==> src/rtl/alu_bus_pkg.sv <==
// Purpose: shared ALU slave register map and arbiter state encoding.
// Latency: n/a (constants and types only).
// Backpressure: n/a.
package alu_bus_pkg;

    // ALU_Top slave register map
    localparam logic [15:0] START_ADDR   = 16'h0000;
    localparam logic [15:0] INT_ADDR     = 16'h0001;
    localparam logic [15:0] CLR_ADDR     = 16'h0002;
    localparam logic [15:0] INSTR_ADDR   = 16'h0003;
    localparam logic [15:0] RESULT_ADDR  = 16'h0004;
    localparam logic [15:0] STATUS_ADDR  = 16'h0005;
    localparam logic [15:0] OPERAND_BASE = 16'h0010;
    localparam logic [15:0] OPERAND_LAST = 16'h001F;

    // Bus ownership: nobody, master 0, or master 1
    typedef enum logic [1:0] {
        ST_IDLE = 2'd0,
        ST_OWN0 = 2'd1,
        ST_OWN1 = 2'd2
    } arb_state_t;

endpackage

==> src/rtl/rr_arb2.sv <==
// Purpose: two-request round-robin owner FSM with per-master hold (lock) inputs.
// Latency: request sampled at an edge becomes ownership after that same edge.
// Backpressure: a held owner (req or lock high) blocks the other master indefinitely.
module rr_arb2
    import alu_bus_pkg::*;
(
    input  logic       clk,
    input  logic       reset_n,
    input  logic [1:0] req,
    input  logic [1:0] lock,
    output arb_state_t state
);

    logic       last_grant;
    logic       last_grant_nxt;
    arb_state_t state_nxt;

    // Ownership and round-robin history registers; last_grant=1 makes m0 win the first tie
    always_ff @(posedge clk or negedge reset_n) begin
        if (!reset_n) begin
            state      <= ST_IDLE;
            last_grant <= 1'b1;
        end else begin
            state      <= state_nxt;
            last_grant <= last_grant_nxt;
        end
    end

    // Next owner: hand over directly to a waiting master without an IDLE bubble
    always_comb begin
        state_nxt      = state;
        last_grant_nxt = last_grant;
        case (state)
            ST_IDLE: begin
                if (req[0] && req[1]) begin
                    state_nxt = last_grant ? ST_OWN0 : ST_OWN1;
                end else if (req[0]) begin
                    state_nxt = ST_OWN0;
                end else if (req[1]) begin
                    state_nxt = ST_OWN1;
                end
            end
            ST_OWN0: begin
                if (!(req[0] || lock[0])) begin
                    last_grant_nxt = 1'b0;
                    state_nxt      = req[1] ? ST_OWN1 : ST_IDLE;
                end
            end
            ST_OWN1: begin
                if (!(req[1] || lock[1])) begin
                    last_grant_nxt = 1'b1;
                    state_nxt      = req[0] ? ST_OWN0 : ST_IDLE;
                end
            end
            default: begin
                state_nxt = ST_IDLE;
            end
        endcase
    end

endmodule

==> src/rtl/alu_bus_arbiter.sv <==
// Purpose: share the ALU_Top slave bus between two masters, locking ownership for a whole job.
// Latency: grant 1 clock after request; bus forwarding and interrupt routing are combinational.
// Backpressure: non-owner waits on gnt; its strobes are dropped, and its read data is forced to 0.
module alu_bus_arbiter
    import alu_bus_pkg::*;
(
    input  logic        clk,
    input  logic        reset_n,
    input  logic        m0_req,
    input  logic        m1_req,
    output logic        m0_gnt,
    output logic        m1_gnt,
    input  logic        m0_sel,
    input  logic        m0_wr,
    input  logic [15:0] m0_addr,
    input  logic [31:0] m0_din,
    output logic [31:0] m0_dout,
    output logic        m0_interrupt,
    input  logic        m1_sel,
    input  logic        m1_wr,
    input  logic [15:0] m1_addr,
    input  logic [31:0] m1_din,
    output logic [31:0] m1_dout,
    output logic        m1_interrupt,
    output logic        s_sel,
    output logic        s_wr,
    output logic [15:0] s_addr,
    output logic [31:0] s_din,
    input  logic [31:0] s_dout,
    input  logic        s_interrupt
);

    arb_state_t state;
    logic       own0;
    logic       own1;
    logic       job_active;
    logic       job_owner;
    logic       start_wr;
    logic       clr_wr;
    logic [1:0] lock;

    assign own0 = (state == ST_OWN0);
    assign own1 = (state == ST_OWN1);

    // Only the owner's strobes reach the slave, so job decode can look at s_* directly
    assign start_wr = s_sel && s_wr && (s_addr == START_ADDR) && s_din[0];
    assign clr_wr   = s_sel && s_wr && (s_addr == CLR_ADDR);

    // Hold ownership through the job; a start write locks at its own edge and a
    // clear write releases at its own edge, so neither costs an extra cycle
    assign lock[0] = (own0 && start_wr) || (job_active && !job_owner && !clr_wr);
    assign lock[1] = (own1 && start_wr) || (job_active &&  job_owner && !clr_wr);

    rr_arb2 u_rr_arb2 (
        .clk     (clk),
        .reset_n (reset_n),
        .req     ({m1_req, m0_req}),
        .lock    (lock),
        .state   (state)
    );

    // Job tracking: set by the owner's start write, cleared by its clear write
    always_ff @(posedge clk or negedge reset_n) begin
        if (!reset_n) begin
            job_active <= 1'b0;
            job_owner  <= 1'b0;
        end else if (start_wr) begin
            job_active <= 1'b1;
            job_owner  <= own1;
        end else if (clr_wr) begin
            job_active <= 1'b0;
        end
    end

    // Slave-side mux: owner's request fields, all zero while idle
    always_comb begin
        s_sel  = 1'b0;
        s_wr   = 1'b0;
        s_addr = '0;
        s_din  = '0;
        if (own0) begin
            s_sel  = m0_sel;
            s_wr   = m0_wr;
            s_addr = m0_addr;
            s_din  = m0_din;
        end else if (own1) begin
            s_sel  = m1_sel;
            s_wr   = m1_wr;
            s_addr = m1_addr;
            s_din  = m1_din;
        end
    end

    // Grants come straight from the ownership register
    assign m0_gnt = own0;
    assign m1_gnt = own1;

    assign m0_dout = own0 ? s_dout : '0;
    assign m1_dout = own1 ? s_dout : '0;

    // Interrupt goes only to the master that started the running job
    assign m0_interrupt = s_interrupt && job_active && !job_owner;
    assign m1_interrupt = s_interrupt && job_active &&  job_owner;

endmodule

==> config.mk <==
export PLATFORM = sky130hd
export DESIGN_NAME = alu_bus_arbiter
export DESIGN_NICKNAME = d
export VERILOG_FILES = /design/src/rtl/alu_bus_pkg.sv /design/src/rtl/rr_arb2.sv /design/src/rtl/alu_bus_arbiter.sv
export SDC_FILE = /design/constraint.sdc
export NUM_CORES = 1
export LEC_CHECK = 0
export CORE_AREA = 2 2 100 102
export DETAILED_ROUTE_END_ITERATION = 8
export DIE_AREA = 0 0 102 104
export DONT_BUFFER_PORTS = 1
export SYNTH_ARGS = -nofsm -noshare
export SYNTH_HDL_FRONTEND = slang
export SYNTH_SLANG_ARGS = --single-unit
==> constraint.sdc <==
create_clock -name clk -period 2.2 [get_ports clk]
set_input_delay 0.22 -clock clk [delete_from_list [all_inputs] [get_ports clk]]
set_output_delay 0.22 -clock clk [all_outputs]
set_load 0.05 [all_outputs]
==> summary.txt <==
Die
  – Core Area: 0.009549 mm²
  – Die H: ~100 µm
  – Die Width: around 100 µm
  – Die area: between 0.01 and 0.015 mm²
  – I/O pin cnt: approximately 260
  – Initial cell density of the core: ~17%
  – # rows: 36

Route
  – Via count: ~2500
  – DRT Pass-1 Iters: 4
  – # DRC: 0
  – Via density: around 4.7
  – Final WL: about 9.4 mm
  – Routed wire per std cell: 17.86 µm
  – First DRT Iteration DRCs: 151
  – Antenna Violating Nets Remaining: 0

Clock tree
  – Clock sink total: 5
  – Root Buffer: clkbuf_8
  – Clock transition at path regs: 0.05 ns
  – H-tree levels: 1
  – CTS Buf Count: 3
  – Clock Tree Buf Depth: 2
  – CTS tree: yes
  – Worst skew pair latency: 0.23 ns

Synthesis
  – Area leader, netlist: and2_1
  – Post-Synthesis Cells: 287
  – Synth top area share: between 20% and 30%
  – Syn_nets: ~430
  – Post-synthesis instance area: about 0.0016 mm²
  – FFs w/ async S/R, synth: between 90% and 100%
  – Flops & latches, synth: 5
  – Synth area leaders: and2_1, nand2_1, o21ai_0
  – Mean post-synth cell area: roughly 5.6 µm²
  – Register area share after synthesis: 7.823%
  – Number of flops mapped to enable cells by yosys: 0
  – Synth warnings: 0
  – Prevailing post-synth register cell: dfrtp_1
  – Distinct cell type count after synthesis: 35

Final layout
  – Share of cells above drive strength 1: between 50% and 60%
  – # fillers: 919
  – Area added between synthesis and finish: 126.1%
  – Nets: 536
  – Final instance area: roughly 0.0037 mm²
  – # diodes: 0

Place
  – Placed Area: 0.003458 mm²
  – RD Place Congestion: between 0.9 and 1
  – IO buf count: 0
  – DP HPWL: approximately 7.5 mm

Pwr
  – Sw frac: between 60% and 70%
  – Pwr/cell area: about 1800 mW/mm²
  – Peak supply drop: between 0.5 and 0.6 mV
  – Logic pwr share: a little over nine tenths
  – Sequential group share of total power: under 10%
  – Psw: between 4000 and 5000 µW
  – Pleak: 0.001574 µW
  – Clock share of power: 2.8%
  – Int Pwr: roughly 2500 µW

Global route
  – Busiest grt layer: met2
  – First-pass GRT wire length: ~13 mm
  – Remaining Overflow, GRT: 0
  – Vias in the first global route: ~2400
  – Pin count of the biggest net entering global routing: 50
  – Initial antenna violation count: 0
  – Met1 GRT Util: about 17%
  – Met3 GRT Util: under 10%
  – Met2 Track Usage GR: 29.61%
  – GRT Overall Usage: 15.35%

STA
  – RSZ-0062 raised after global routing: yes
  – Min cycle time layout: ~2.4 ns
  – Least-Margin Pin Slew: approximately 0.51 ns
  – Achievable frequency: between 400 and 500 MHz
  – Final setup margin: -0.2421 ns
  – Pins Over Slew Limit: 0
  – Total negative slack: -0.8272 ns
  – Setup Viol. Count Final: 4
  – Final period utilization: 111.0%
  – Clk_skew: 0.008877 ns
  – Slew headroom: about two thirds
  – Final hold viol count: 0

Worst setup path
  – CP Capture Type: register
  – CP Launch Type: register
  – Critical Path Fanout Max: 4
  – Crit path kind: reg2reg
  – Worst EP required: 2.31 ns
  – Crit path DAT: between 2 and 3 ns

Run status
  – Failing checks: negative setup slack
  – Status: complete, but fails checks

Min path
  – Hold Crit Class: in2reg

Flow run
  – Max cap viols: 0
[synthesized netlist by cell type, drive strengths merged (4+ instances only)]
library cell	number
nand2	90
dfrtp	4
nor2b	4
a21oi	5
and2	64
o21ai	47
nor2	5
a22o	6
inv	7
nand3	4
nor4	4
clkbuf	21
ha	4
[cell type report]
type	count	area [µm²]	area share [%]
Clock buffer	3	41.29	1.131
Clock inverter	1	5.005	0.1370
Inverter	7	26.28	0.7194
Tap cell	133	166.4	4.556
Sequential cell	5	126.4	3.460
Timing Repair Buffer	127	1593	43.61
Multi-Input combinational cell	251	1694	46.39
[critical path: stages, from the launching register on]
cell,delay (ns)
dfrtp_1,0.42
ha_4,0.18
or4b_1,0.46
o22ai_1,0.17
and4b_2,0.31
nand3_2,0.11
a211oi_2,0.28
a21oi_2,0.08
mux2_4,0.31
[registers in the layout (all words and copies together), names as in the netlist]
| name | cells |
|---|---|
| job_owner | 1 |
| u_rr_arb2.last_grant | 1 |
| u_rr_arb2.state | 2 |
| job_active | 1 |
[kinds of logic after synthesis]
logic type | Yosys count | synth area share, %
compound gates | 66 | 23.55
mux | 4 | 3.176
buf+inv | 31 | 7.436
simple gates | 177 | 54.92
flops | 5 | 7.824
fa+ha+maj | 4 | 3.098
[metal layers]
layer | share of wire, % | vias up
met1 | 36 | 1095
met3 | 9.8 | 13
met5 | 0 | -
li1 | - | 1164
met4 | 1.8 | 0
met2 | 52 | 186
[path summary, 6_finish.rpt]
path	startpoint	to	slack [ns]	cells after the start
worst max-delay path	u_rr_arb2.state[0]	u_rr_arb2.state[1]	-0.24	8
worst min-delay path	m0_req	u_rr_arb2.state[0]	0.28	3
worst max register to register	u_rr_arb2.state[0]	u_rr_arb2.state[1]	-0.24	8
worst min register to register	job_owner	job_owner	0.57	1
max in group asynchronous	reset_n	u_rr_arb2.last_grant	1.62	1
min in group asynchronous	reset_n	job_active	0.30	1
[placed cells by master, fill, tap and decap left out, types with 2 or more instances in the layout]
master     n
and2_2     3
ha_4       2
o21ai_0    3
inv_1      4
ha_1       2
nand3_1    2
mux2_4     3
nor2_1     5
dfrtp_1    4
a21oi_1    4
nand3_2    2
nor2b_1    3
o21ai_2   31
inv_2      3
nor4_1     4
buf_12    45
clkbuf_8   3
buf_4     76
and2_1    61
o21ai_4   12
a31oi_1    2
nand2_1   88
a22o_2     6
[metrics by stage]
step / std cells / setup slack (ns) / utilization (%) / hold WS [ns] / power, µW
2_1_floorplan: 287 / -0.2617 / - / -0.07559 / 4134
3_3_place_gp: 517 / -0.1249 / 36.22 / -0.07538 / 6117
3_5_place_dp: 517 / -0.2332 / 36.22 / -0.07543 / 6184
4_1_cts: 525 / -0.2278 / 37.55 / 0.2779 / 6512
5_1_grt: 527 / -0.3382 / 38.25 / 0.2849 / 6865
6_report: 527 / -0.2421 / 38.25 / 0.2814 / 6603
[power by group through the flow]
stage	Combinational, µW	Clock [µW]	Sequential, µW
detailed placement	6030	0	154
CTS	6180	184	153
finish	6260	183	155
global route	6510	193	159
floorplan	3980	0	156
global placement	5970	0	151
[repair_timing]
item | CTS | global route
setup buffers | 2 | 2
gates resized for setup | 5 | 9
cloned | 1 | 1
setup endpoints to repair | 7 | 8
hold endpoints to repair | 5 | 0
hold buffers | 1 | 0
pin swaps | 1 | 2
Power figures use the tool's default switching activity.
